<file path="src/rtl/ic_7458_tester_pkg.sv">
// Shared types and sizing for the 7458 exhaustive tester.
package ic_tester_pkg;
  localparam int VEC_W      = 10;
  localparam int NUM_VEC    = 1024;
  localparam int ERR_W      = 11;
  localparam int SETTLE_DEF = 2;

  typedef enum logic [1:0] {
    IDLE  = 2'd0,
    APPLY = 2'd1,
    CHECK = 2'd2,
    DONE  = 2'd3
  } state_e;
endpackage

</file>
<file path="src/rtl/ic_7458_tester_if.sv">
// Tester <-> device/controller bundle. The first-fail capture ports exist
// only when IC7458_TESTER_FAIL_LOG_EN is defined.
interface ic_7458_tester_if;
  import ic_tester_pkg::*;
  logic             start;
  logic             p1a, p1b, p1c, p1d, p1e, p1f;
  logic             p2a, p2b, p2c, p2d;
  logic             p1y, p2y;
  logic             busy, done, pass;
  logic [ERR_W-1:0] err_count;
  logic [VEC_W-1:0] vec_idx;
`ifdef IC7458_TESTER_FAIL_LOG_EN
  logic [VEC_W-1:0] first_fail_vec;
  logic [0:0]       first_fail_valid;
`endif

  // master: controller plus device side (drives start and responses)
  modport master (
    output start, p1y, p2y,
    input  p1a, p1b, p1c, p1d, p1e, p1f, p2a, p2b, p2c, p2d,
    input  busy, done, pass, err_count, vec_idx
`ifdef IC7458_TESTER_FAIL_LOG_EN
    , input first_fail_vec, first_fail_valid
`endif
  );

  // slave: the tester itself
  modport slave (
    input  start, p1y, p2y,
    output p1a, p1b, p1c, p1d, p1e, p1f, p2a, p2b, p2c, p2d,
    output busy, done, pass, err_count, vec_idx
`ifdef IC7458_TESTER_FAIL_LOG_EN
    , output first_fail_vec, first_fail_valid
`endif
  );
endinterface

</file>
<file path="src/rtl/ic_7458_model.sv">
// Golden 7458 model: 3+3 AND-OR section and 2+2 AND-OR section.
module ic_7458_model
  import ic_tester_pkg::*;
(
  input  logic [VEC_W-1:0] i_vec,
  output logic             o_exp1,
  output logic             o_exp2
);
  assign o_exp1 = (i_vec[0] & i_vec[1] & i_vec[2]) | (i_vec[3] & i_vec[4] & i_vec[5]);
  assign o_exp2 = (i_vec[6] & i_vec[7]) | (i_vec[8] & i_vec[9]);
endmodule

</file>
<file path="src/rtl/ic_7458_tester.sv">
// Exhaustive 7458 tester: walks all 1024 input vectors, holds each for
// SETTLE_CYCLES clocks, then compares both outputs in a one-clock CHECK.
// Optional first-fail log: define IC7458_TESTER_FAIL_LOG_EN.
module ic_7458_tester
  import ic_tester_pkg::*;
#(
  parameter int SETTLE_CYCLES = SETTLE_DEF
) (
  input  logic             clk,
  input  logic             rst_n,
  ic_7458_tester_if.slave  bus
);
  state_e           r_state, w_next;
  logic [VEC_W-1:0] r_vec;
  logic [ERR_W-1:0] r_err;
  logic [3:0]       r_cnt;
  logic [VEC_W-1:0] w_stim;
  logic             w_exp1, w_exp2, w_mis, w_busy, w_settled, w_last;

  assign w_busy    = (r_state == APPLY) || (r_state == CHECK);
  // Stimulus stays on through CHECK so the sampled responses belong to r_vec.
  assign w_stim    = w_busy ? r_vec : '0;
  assign w_settled = (r_cnt == 4'(SETTLE_CYCLES - 1));
  assign w_last    = (r_vec == VEC_W'(NUM_VEC - 1));

  ic_7458_model u_model (
    .i_vec  (w_stim),
    .o_exp1 (w_exp1),
    .o_exp2 (w_exp2)
  );

  // One mismatch per vector regardless of how many outputs disagree.
  assign w_mis = (bus.p1y != w_exp1) || (bus.p2y != w_exp2);

  // Next-state logic; start is only honoured when not busy.
  always_comb begin
    w_next = r_state;
    case (r_state)
      IDLE, DONE: if (bus.start) w_next = APPLY;
      APPLY:      if (w_settled) w_next = CHECK;
      CHECK:      w_next = w_last ? DONE : APPLY;
      default:    w_next = IDLE;
    endcase
  end

  // State register.
  always_ff @(posedge clk or negedge rst_n) begin
    if (!rst_n) r_state <= IDLE;
    else        r_state <= w_next;
  end

  // Vector index, settle counter and error count.
  always_ff @(posedge clk or negedge rst_n) begin
    if (!rst_n) begin
      r_vec <= '0;
      r_err <= '0;
      r_cnt <= '0;
    end else begin
      case (r_state)
        IDLE, DONE: if (bus.start) begin
          r_vec <= '0;
          r_err <= '0;
          r_cnt <= '0;
        end
        APPLY: r_cnt <= w_settled ? 4'd0 : r_cnt + 4'd1;
        CHECK: begin
          r_err <= r_err + ERR_W'(w_mis);
          if (!w_last) r_vec <= r_vec + VEC_W'(1);
        end
        default: ;
      endcase
    end
  end

`ifdef IC7458_TESTER_FAIL_LOG_EN
  logic [VEC_W-1:0] r_ff_vec;
  logic             r_ff_vld;

  // Latch the first failing vector of a run; later failures are ignored.
  always_ff @(posedge clk or negedge rst_n) begin
    if (!rst_n) begin
      r_ff_vec <= '0;
      r_ff_vld <= 1'b0;
    end else if ((r_state == IDLE || r_state == DONE) && bus.start) begin
      r_ff_vec <= '0;
      r_ff_vld <= 1'b0;
    end else if (r_state == CHECK && w_mis && !r_ff_vld) begin
      r_ff_vec <= r_vec;
      r_ff_vld <= 1'b1;
    end
  end

  assign bus.first_fail_vec   = r_ff_vec;
  assign bus.first_fail_valid = r_ff_vld;
`endif

  assign {bus.p2d, bus.p2c, bus.p2b, bus.p2a} = w_stim[9:6];
  assign {bus.p1f, bus.p1e, bus.p1d, bus.p1c, bus.p1b, bus.p1a} = w_stim[5:0];
  assign bus.busy      = w_busy;
  assign bus.done      = (r_state == DONE);
  assign bus.pass      = (r_state == DONE) && (r_err == '0);
  assign bus.err_count = r_err;
  assign bus.vec_idx   = r_vec;
endmodule
</file>
<file path="src/flat_wrapper.sv">
// flat-port wrapper written by rule: the top's interface ports become plain ports
module ic_7458_tester_flat import ic_tester_pkg::*;
#(
  parameter int SETTLE_CYCLES = SETTLE_DEF
)
  (clk, rst_n, bus_start, bus_p1y, bus_p2y, bus_p1a, bus_p1b, bus_p1c, bus_p1d, bus_p1e, bus_p1f, bus_p2a, bus_p2b, bus_p2c, bus_p2d, bus_busy, bus_done, bus_pass, bus_err_count, bus_vec_idx);
  ic_7458_tester_if bus_i ();
  input  logic clk;
  input  logic rst_n;
  input wire logic [$bits(bus_i.start)-1:0] bus_start;
  input wire logic [$bits(bus_i.p1y)-1:0] bus_p1y;
  input wire logic [$bits(bus_i.p2y)-1:0] bus_p2y;
  output wire logic [$bits(bus_i.p1a)-1:0] bus_p1a;
  output wire logic [$bits(bus_i.p1b)-1:0] bus_p1b;
  output wire logic [$bits(bus_i.p1c)-1:0] bus_p1c;
  output wire logic [$bits(bus_i.p1d)-1:0] bus_p1d;
  output wire logic [$bits(bus_i.p1e)-1:0] bus_p1e;
  output wire logic [$bits(bus_i.p1f)-1:0] bus_p1f;
  output wire logic [$bits(bus_i.p2a)-1:0] bus_p2a;
  output wire logic [$bits(bus_i.p2b)-1:0] bus_p2b;
  output wire logic [$bits(bus_i.p2c)-1:0] bus_p2c;
  output wire logic [$bits(bus_i.p2d)-1:0] bus_p2d;
  output wire logic [$bits(bus_i.busy)-1:0] bus_busy;
  output wire logic [$bits(bus_i.done)-1:0] bus_done;
  output wire logic [$bits(bus_i.pass)-1:0] bus_pass;
  output wire logic [$bits(bus_i.err_count)-1:0] bus_err_count;
  output wire logic [$bits(bus_i.vec_idx)-1:0] bus_vec_idx;
  assign bus_i.start = bus_start;
  assign bus_i.p1y = bus_p1y;
  assign bus_i.p2y = bus_p2y;
  assign bus_p1a = bus_i.p1a;
  assign bus_p1b = bus_i.p1b;
  assign bus_p1c = bus_i.p1c;
  assign bus_p1d = bus_i.p1d;
  assign bus_p1e = bus_i.p1e;
  assign bus_p1f = bus_i.p1f;
  assign bus_p2a = bus_i.p2a;
  assign bus_p2b = bus_i.p2b;
  assign bus_p2c = bus_i.p2c;
  assign bus_p2d = bus_i.p2d;
  assign bus_busy = bus_i.busy;
  assign bus_done = bus_i.done;
  assign bus_pass = bus_i.pass;
  assign bus_err_count = bus_i.err_count;
  assign bus_vec_idx = bus_i.vec_idx;
  ic_7458_tester #(.SETTLE_CYCLES(SETTLE_CYCLES)) u_core (.clk(clk), .rst_n(rst_n), .bus(bus_i));
endmodule
</file>
<file path="config.mk">
export PLATFORM = sky130hd
export DESIGN_NAME = ic_7458_tester_flat
export DESIGN_NICKNAME = d
export VERILOG_FILES = /design/src/rtl/ic_7458_tester_pkg.sv /design/src/rtl/ic_7458_tester_if.sv /design/src/rtl/ic_7458_model.sv /design/src/rtl/ic_7458_tester.sv /design/src/flat_wrapper.sv
export SDC_FILE = /design/constraint.sdc
export NUM_CORES = 1
export LEC_CHECK = 0
export CORE_AREA = 5 5 86 88
export CTS_CLUSTER_DIAMETER = 80
export DETAILED_ROUTE_END_ITERATION = 12
export DIE_AREA = 0 0 91 93
export PLACE_DENSITY_LB_ADDON = 0.2
export RECOVER_POWER = 50
export SLEW_MARGIN = 10
export SYNTH_ARGS = -nofsm -noshare
export SYNTH_HDL_FRONTEND = slang
export SYNTH_SLANG_ARGS = --single-unit
</file>
<file path="constraint.sdc">
create_clock -name clk -period 3.2 [get_ports clk]
set_clock_uncertainty 0.05 [all_clocks]
set_input_delay 0.32 -clock clk [delete_from_list [all_inputs] [get_ports clk]]
set_output_delay 0.32 -clock clk [all_outputs]
set_load 0.005 [all_outputs]
</file>
==> flow_metrics.py, run 1 <==
metrics = {
    "outcome": {
        "status": "finished with violations",
        "failed_checks": "capacitance limit, slew limit",
    },
    "grt": {
        "grt_pass1_wl_mm": 7.63,
        "grt_pass1_vias": 1496,
        "overflow": 0,
        "grt_antenna_before_repair": 0,
        "grt_max_degree": 28,
        "grt_util_all_layers": 0.110,
    },
    "yosys": {
        "synth_commonest_cells": "dfrtp_1, nand2_1, nor2_1, nand3_1, a21oi_1",
        "synth_most_common_cell": "dfrtp_1",
        "synth-seq-cells": 27,
        "synth_area_leaders": "dfrtp_1, ha_1, nand2_1",
        "netlist_instances": 191,
        "synthArstFlopShare": 1.00,
        "syn_avg_cell_area_sq_um": 9.26,
        "ys.flop_type": "dfrtp_1",
        "yosys.area.top_type": "dfrtp_1",
        "syn-cell-area_sq_um": 1770,
        "yosysTopAreaCellShare": 0.382,
        "ys_warn_count": 0,
        "seq_area_frac_synth": 0.382,
        "ys_types": 49,
        "synth_edf_count": 0,
        "synth_nets": 205,
    },
    "final_layout": {
        "utilization": 0.344,
        "antennaDiodeCount": 0,
        "finalNetCount": 243,
        "n_fill_cell": 681,
        "areaGrowthSynthToFinish_pct": 27.7,
        "final_cells": 308,
        "layout-drive-gt1-share": 0.0439,
    },
    "cts": {
        "clock_sinks": 27,
        "numCtsBuffers": 3,
        "post-cts-setup-buffer-count": 0,
        "clockBufferDepth": 2,
        "htreeDepth": 1,
        "cts_root_buffer": "clkbuf_8",
        "clkSlewWorstSetupHoldPaths_ns": 0.10,
        "hold_buffers": 0,
        "cts_tree": "built",
        "clock_latency_ns": 0.28,
        "post_cts_resized": 0,
    },
    "setup_path": {
        "critPathCaptureType": "flip-flop",
        "critPathMaxStageDelay_ns": 0.71,
        "start_kind": "flip-flop",
        "r2r-start": "u_core.r_state[0]",
        "reg2reg_depth": 6,
        "cp.required_ns": 3.36,
        "crit_type": "reg -> reg",
        "startpoint": "u_core.r_state[0]",
        "worst_ep_arrival_time_ns": 2.82,
        "worstPathMaxFanout": 19,
        "cpMaxStageDelayCell": "ha_1",
        "cp_cell_sequence": "inv_1 -> ha_1 -> mux2i_4 -> nor2_4 -> or4_1 -> nand2_1",
    },
    "placed_design": {
        "gp_congestion": 0.865,
        "placedCellCount": 304,
        "port_buffers": 38,
        "dp_hpwl_mm": 3.38,
    },
    "route": {
        "drt_pass1_iterations": 4,
        "drc": 0,
        "wl_per_cell_um": 15.4,
        "viasPerCell": 5.21,
        "vias": 1605,
        "ant_nets": 0,
        "drt-initial-drc-count": 92,
        "drt_wl_total_mm": 4.73,
    },
    "timing": {
        "layout_min_cycle_time_ns": 2.66,
        "finalSetupViolCount": 0,
        "maxSlewViolCount": 28,
        "relSlewSlack": -0.0301,
        "tns_ns": 0,
        "period_share": 0.831,
        "finalHoldViolCount": 0,
        "tightestPinTransition_ns": 1.55,
        "rsz0062_at_grt": "false",
        "hold_slack_ns": 0.509,
        "clock.fmax_mhz": 376,
    },
    "worst_hold_path": {
        "hp-start": "u_core.r_cnt[1]",
        "hold_class": "reg -> reg",
        "whs_path_depth": 2,
    },
    "floorplan": {
        "rows": 30,
        "start_util": 0.269,
        "die_w_um": 91,
        "ios": 39,
        "core_sq_um": 6570,
        "die_area_sq_um": 8460,
        "die_y_um": 93,
    },
    "pwr": {
        "vdd_ir_drop_max_mv": 0.388,
        "cellPowerDensity_nw_per_um2": 564,
        "power.leakage_nw": 0.960,
    },
    "flow_run": {
        "maxCapViolCount": 1,
    },
}
[final timing paths]
path | endpoint | slack (ns)
min | u_core.r_cnt[1] | 0.51
max reg2reg | u_core.bus.err_count[6] | 0.54
min in group asynchronous | u_core.bus.vec_idx[1] | 0.90
max in group asynchronous | u_core.bus.err_count[2] | 1.30
min reg2reg | u_core.r_cnt[1] | 0.51
max | u_core.bus.err_count[6] | 0.54
[state kept, by name, indices dropped and copies added, names as in the netlist]
name / cells
u_core.r_cnt: 4
u_core.bus.err_count: 11
u_core.bus.vec_idx: 10
u_core.r_state: 2
[layout make-up]
class / instances / area, sq um / share of cell area
multi-input combinational: 150 / 1020 / 0.453
inverter: 8 / 30.0 / 0.0133
tap: 80 / 100 / 0.0443
timing repair buffer: 39 / 384 / 0.170
sequential: 27 / 676 / 0.299
clock buffer: 4 / 45.0 / 0.0200
[critical path, delay by kind of cell (launching register included)]
kind | cells | cell delay [ns]
buffers and inverters | 1 | 0.06
adders and majority gates | 1 | 0.71
muxes | 1 | 0.60
and+or+nand+nor | 3 | 0.73
DFF | 1 | 0.43
[routing by layer]
| metal | part of all wire | GRT usage | up-vias |
|---|---|---|---|
| met5 | 0 | 0 | - |
| met2 | 0.45 | 0.171 | 30 |
| met1 | 0.50 | 0.156 | 779 |
| met4 | 0.0095 | 0.0220 | 0 |
| li1 | - | - | 792 |
| met3 | 0.042 | 0.0249 | 4 |
[power breakdown]
group	switching, mW	internal [mW]
Combinational	0.376	0.257
Sequential	0.0573	0.385
Clock	0.109	0.0893
[placed cells by master (no fill, tap or decap), types with 2 or more instances in the layout]
master,n
nor2b_1,4
nand3_1,11
nor3_1,8
a21oi_1,10
and4_1,2
xnor2_1,3
nand2_1,17
dlygate4sd3_1,18
clkbuf_8,3
nand4_1,5
xor2_1,4
clkdlybuf4s50_1,20
a31oi_1,3
nor4_1,2
o31ai_1,6
mux2i_1,3
o21ai_0,9
inv_1,8
nor4b_1,2
dfrtp_1,27
and2b_1,4
or3_1,3
ha_1,9
o211ai_1,3
and3_1,2
a32oi_1,3
clkbuf_1,2
nor2_1,15
[through the flow]
stage / power, mW / worst slack [ns] / area [sq um]
finish: 1.27 / 0.541 / 2260
global route: 1.38 / 0.360 / 2260
CTS: 1.30 / 0.483 / 2260
detailed placement: 1.10 / 0.534 / 2220
global placement: 1.08 / 0.652 / 2220
floorplan: 0.915 / 0.895 / 1770
[cells by family after synthesis]
kind of cell    count (synthesis)  synth area share
mux                             5            0.0361
simple gates                   81             0.250
xor+xnor                        7            0.0347
fa+ha+maj                       9            0.0637
flops                          27             0.382
compound gates                 48             0.194
buf+inv                        14            0.0396
(Power assumes the default switching activity.)
==> run 2, diff against run 1 <==
==> constraint.sdc (replaced) <==
create_clock -name clk -period 2.48 [get_ports clk]
set_clock_uncertainty 0.05 [all_clocks]
set_input_delay 0.248 -clock clk [delete_from_list [all_inputs] [get_ports clk]]
set_output_delay 0.248 -clock clk [all_outputs]
set_load 0.005 [all_outputs]
==> flow_metrics.py, run 2 (synthesis results as in run 1) <==
metrics = {
    "cts": {
        "clkSlewWorstSetupHoldPaths_ns": 0.10,
        "htreeDepth": 1,
        "cts_root_buffer": "clkbuf_8",
        "numCtsBuffers": 3,
        "clock_sinks": 27,
        "cts_tree": "built",
        "clockBufferDepth": 2,
        "clock_latency_ns": 0.28,
    },
    "grt": {
        "grt_pass1_vias": 1641,
        "grt_max_degree": 28,
        "grt_antenna_before_repair": 0,
        "grt_pass1_wl_mm": 8.28,
        "grt_util_all_layers": 0.119,
        "overflow": 0,
    },
    "timing": {
        "relSlewSlack": -0.0651,
        "tightestPinTransition_ns": 1.60,
        "period_share": 0.910,
        "finalHoldViolCount": 0,
        "clock.fmax_mhz": 443,
        "rsz0062_at_grt": "false",
        "final_critical_path_setup_slack_ns": 0.223,
        "maxSlewViolCount": 28,
        "layout_min_cycle_time_ns": 2.26,
        "tns_ns": 0,
        "finalSetupViolCount": 0,
    },
    "final_layout": {
        "finalNetCount": 258,
        "areaGrowthSynthToFinish_pct": 33.9,
        "utilization": 0.360,
        "multiInputGateArea_sq_um": 1030,
        "largest_reg_flops": 11,
        "antennaDiodeCount": 0,
        "layout_common_cells": "dfrtp_1, clkdlybuf4s50_1, nand2_1",
        "layout-drive-gt1-share": 0.0947,
        "register_area_sq_um": 676,
        "layout_commonest_cell": "dfrtp_1",
        "n_fill_cell": 661,
    },
    "floorplan": {
        "die_area_sq_um": 8460,
        "die_w_um": 91,
        "ios": 39,
        "start_util": 0.269,
        "rows": 30,
        "core_sq_um": 6570,
        "die_y_um": 93,
    },
    "pwr": {
        "power.switching_mw": 0.740,
        "seq_power_share": 0.322,
        "cellPowerDensity_nw_per_um2": 742,
        "switching_share": 0.421,
        "power.leakage_nw": 0.992,
        "vdd_ir_drop_max_mv": 0.447,
        "combPwrFrac": 0.529,
        "p_int_mw": 1.02,
        "p_clk_frac": 0.149,
        "design_power_total_mw": 1.76,
    },
    "worst_hold_path": {
        "hold_class": "reg -> reg",
    },
    "route": {
        "ant_nets": 0,
        "wl_per_cell_um": 15.2,
        "viasPerCell": 5.06,
        "drt-initial-drc-count": 78,
        "vias": 1633,
        "drt_wl_total_mm": 4.90,
        "drt_pass1_iterations": 4,
        "drc": 0,
    },
    "placed_design": {
        "dp_slack_ns": 0.103,
        "dp_hpwl_mm": 3.61,
        "port_buffers": 38,
        "gp_congestion": 0.846,
    },
    "setup_path": {
        "start_kind": "flip-flop",
        "worst_ep_arrival_time_ns": 2.43,
        "cp.required_ns": 2.65,
        "crit_type": "reg -> reg",
        "critPathMaxStageDelay_ns": 0.41,
        "critPathCaptureType": "flip-flop",
        "cpMaxStageDelayCell": "or4_1",
        "worstPathMaxFanout": 4,
        "critical_path_buf_inv_count": 0,
        "critPathTopFamily": "simple AND/OR/NAND/NOR gates",
        "cp_cell_sequence": "a22oi_2 -> nor3b_1 -> a32oi_1 -> o32a_1 -> ha_1 -> ha_2 -> nand3_1 -> or4_1 -> nand2_1",
    },
    "outcome": {
        "failed_checks": "capacitance limit, slew limit",
        "status": "finished with violations",
    },
    "flow_run": {
        "maxCapViolCount": 1,
    },
}
==> run 2: changes by cell type in the layout (fill, tap and decap cells not counted), moves of 5 or more <==
cell             previous run  this run
dlygate4sd3_1              18        12
buf_4                       0         9
clkbuf_1                    2         7
clkdlybuf4s50_1            20        26
==> run 2: worst register-to-register path, cell delays in order (launching register included) <==
cell and delay, ns:
dfrtp_1 0.40, a22oi_2 0.28, nor3b_1 0.09, a32oi_1 0.20, o32a_1 0.20, ha_1 0.17
ha_2 0.21, nand3_1 0.12, or4_1 0.41, nand2_1 0.08
==> run 2: timing repair <==
| item | in CTS | in global routing |
|---|---|---|
| gates resized for setup | 0 | 4 |
| hold buffers | 0 | 0 |
| setup buffers | 0 | 1 |
| setup endpoints to repair | 0 | 7 |
==> run 2: per-layer routing <==
metal | vias to the layer above | global-route usage | share of wire
li1 | 818 | - | -
met4 | 0 | 0.0269 | 0.012
met1 | 769 | 0.167 | 0.49
met3 | 7 | 0.0241 | 0.044
met2 | 39 | 0.188 | 0.46
met5 | - | 0 | 0
==> run 2: final timing paths <==
kind	start	slack, ns	to	cells past startpoint
max in group asynchronous	rst_n	0.61	u_core.bus.err_count[1]	2
worst max-delay path	u_core.bus.vec_idx[7]	0.22	u_core.bus.err_count[6]	9
worst min-delay path	u_core.r_cnt[1]	0.50	u_core.r_cnt[1]	2
worst max register to register	u_core.bus.vec_idx[7]	0.22	u_core.bus.err_count[6]	9
min in group asynchronous	rst_n	0.85	u_core.bus.err_count[3]	2
worst min register to register	u_core.r_cnt[1]	0.50	u_core.r_cnt[1]	2
==> run 2: power by group through the flow <==
stage | clock network [mW] | logic, mW | registers [mW]
global placement | 0 | 0.892 | 0.581
floorplan | 0 | 0.616 | 0.565
global route | 0.291 | 1.04 | 0.579
CTS | 0.278 | 0.907 | 0.573
detailed placement | 0 | 0.900 | 0.582
finish | 0.261 | 0.928 | 0.566
==> run 2: metrics by stage <==
| stage | std cells | area (sq um) | hold slack [ns] |
|---|---|---|---|
| after floorplan | 191 | 1770 | -0.0976 |
| after global placement | 318 | 2320 | 0.476 |
| after CTS | 322 | 2370 | 0.307 |
| final | 323 | 2370 | 0.502 |
| after global routing | 323 | 2370 | 0.550 |
| after detailed placement | 318 | 2320 | 0.479 |
==> run 2: final cells by class <==
class | count | share of cell area
sequential | 27 | 0.285
tap | 80 | 0.0423
inverter | 8 | 0.0127
clock buffer | 4 | 0.0190
timing repair buffer | 54 | 0.203
multi-input combinational | 150 | 0.437
==> run 3, diff against run 2 <==
--- a/config.mk
+++ b/config.mk
@@ -5,10 +5,10 @@
 export SDC_FILE = /design/constraint.sdc
 export NUM_CORES = 1
 export LEC_CHECK = 0
-export CORE_AREA = 5 5 86 88
+export CORE_AREA = 5 5 78 80
 export CTS_CLUSTER_DIAMETER = 80
 export DETAILED_ROUTE_END_ITERATION = 12
-export DIE_AREA = 0 0 91 93
+export DIE_AREA = 0 0 83 85
 export PLACE_DENSITY_LB_ADDON = 0.2
 export RECOVER_POWER = 50
 export SLEW_MARGIN = 10
==> constraint.sdc (replaced) <==
create_clock -name clk -period 2.5 [get_ports clk]
set_clock_uncertainty 0.05 [all_clocks]
set_input_delay 0.25 -clock clk [delete_from_list [all_inputs] [get_ports clk]]
set_output_delay 0.25 -clock clk [all_outputs]
set_load 0.005 [all_outputs]
==> flow_metrics.py, run 3 (synthesis results as in run 1) <==
metrics = {
    "outcome": {
        "status": "finished with violations",
        "failed_checks": "capacitance limit, slew limit",
    },
    "final_layout": {
        "antennaDiodeCount": 0,
        "largest_reg_flops": 11,
        "layout_common_cells": "dfrtp_1, clkdlybuf4s50_1, nand2_1",
        "areaGrowthSynthToFinish_pct": 32.1,
        "finalNetCount": 255,
        "final_cells": 312,
        "layout_commonest_cell": "dfrtp_1",
        "layout-drive-gt1-share": 0.0875,
    },
    "timing": {
        "tightestPinTransition_ns": 1.54,
        "layout_min_cycle_time_ns": 2.31,
        "relSlewSlack": -0.0249,
        "rsz0062_at_grt": "false",
        "period_share": 0.924,
        "hold_slack_ns": 0.518,
        "finalHoldViolCount": 0,
        "maxSlewViolCount": 28,
        "final_critical_path_setup_slack_ns": 0.191,
        "clock.fmax_mhz": 433,
        "finalSetupViolCount": 0,
        "tns_ns": 0,
    },
    "grt": {
        "grt_max_degree": 28,
        "grt_antenna_before_repair": 0,
        "grt_pass1_vias": 1574,
        "grt_util_all_layers": 0.135,
        "grt_pass1_wl_mm": 7.85,
        "overflow": 0,
    },
    "worst_hold_path": {
        "hold_class": "reg -> reg",
    },
    "cts": {
        "clock_sinks": 27,
        "clock_latency_ns": 0.27,
        "htreeDepth": 1,
        "cts_root_buffer": "clkbuf_8",
        "numCtsBuffers": 3,
        "clkSlewWorstSetupHoldPaths_ns": 0.09,
        "hold_buffers": 0,
        "cts_tree": "built",
        "clockBufferDepth": 2,
    },
    "setup_path": {
        "worstPathMaxFanout": 15,
        "worst_ep_arrival_time_ns": 2.01,
        "cp.required_ns": 2.20,
        "crit_type": "reg -> out",
        "start_kind": "flip-flop",
        "critPathCaptureType": "output port",
    },
    "placed_design": {
        "port_buffers": 38,
        "gp_congestion": 0.815,
        "dp_hpwl_mm": 3.42,
        "placedCellCount": 308,
        "dp_slack_ns": 0.118,
    },
    "floorplan": {
        "start_util": 0.331,
        "ios": 39,
        "rows": 27,
        "die_area_sq_um": 7060,
        "die_w_um": 83,
        "core_sq_um": 5340,
        "die_y_um": 85,
    },
    "route": {
        "drc": 0,
        "vias": 1647,
        "drt-initial-drc-count": 65,
        "ant_nets": 0,
        "drt_wl_total_mm": 4.72,
        "wl_per_cell_um": 15.1,
        "viasPerCell": 5.28,
        "drt_pass1_iterations": 4,
    },
    "flow_run": {
        "maxCapViolCount": 1,
    },
    "pwr": {
        "vdd_ir_drop_max_mv": 0.507,
        "power.leakage_nw": 0.998,
        "cellPowerDensity_nw_per_um2": 735,
    },
}
run 3: changes by cell type in the layout (fill, tap and decap cells not counted), sizes merged:
cell	delta
buf	-1
clkdlybuf4s50	-3
clkbuf	-2
dlygate4sd3	+3
run 3: path summary, 6_finish.rpt:
check,start,endpoint,slack [ns],cells after the start
worst max register to register,u_core.r_state[0],u_core.bus.err_count[6],0.27,9
min in group asynchronous,rst_n,u_core.bus.err_count[9],0.83,2
worst min-delay path,u_core.r_cnt[1],u_core.r_cnt[1],0.52,2
worst min register to register,u_core.r_cnt[1],u_core.r_cnt[1],0.52,2
max in group asynchronous,rst_n,u_core.bus.vec_idx[9],0.68,2
worst max-delay path,u_core.r_state[0],bus_p1b,0.19,5
run 3: area by class of cell:
type	instances	area (sq um)
Tap cell	72	90.1
Clock buffer	4	45.0
Fill cell	565	3000
Inverter	8	30.0
Multi-Input combinational cell	150	1030
Sequential cell	27	676
Timing Repair Buffer	51	463
run 3: worst max-delay path: stages, from the launching register on:
cell and delay, ns:
dfrtp_1 0.43, inv_1 0.06, ha_1 0.32, buf_4 0.21, and2b_1 0.20, clkdlybuf4s50_1 0.50
run 3: timing repair:
action                     4_1_cts  5_1_grt
buffers inserted                 0        0
gates resized for setup          0        2
setup endpoints to repair        0        2
run 3: per-layer routing:
| layer | track usage | part of all wire | vias up |
|---|---|---|---|
| met2 | 0.220 | 0.46 | 36 |
| met5 | 0 | 0 | - |
| li1 | - | - | 808 |
| met1 | 0.184 | 0.49 | 801 |
| met4 | 0.0357 | 0.0061 | 0 |
| met3 | 0.0243 | 0.044 | 2 |
run 3: power by group:
group | internal, mW | switching [mW] | total (mW)
Clock | 0.114 | 0.143 | 0.258
Combinational | 0.387 | 0.505 | 0.892
Sequential | 0.492 | 0.0741 | 0.566
Total | 0.993 | 0.723 | 1.72
run 3: per-stage QoR:
step	cell area [sq um]	util	total power, mW
final	2340	0.438	1.72
after global routing	2340	0.438	1.85
after CTS	2340	0.439	1.75
after detailed placement	2300	0.430	1.48
after global placement	2300	0.430	1.47
after floorplan	1770	-	1.17
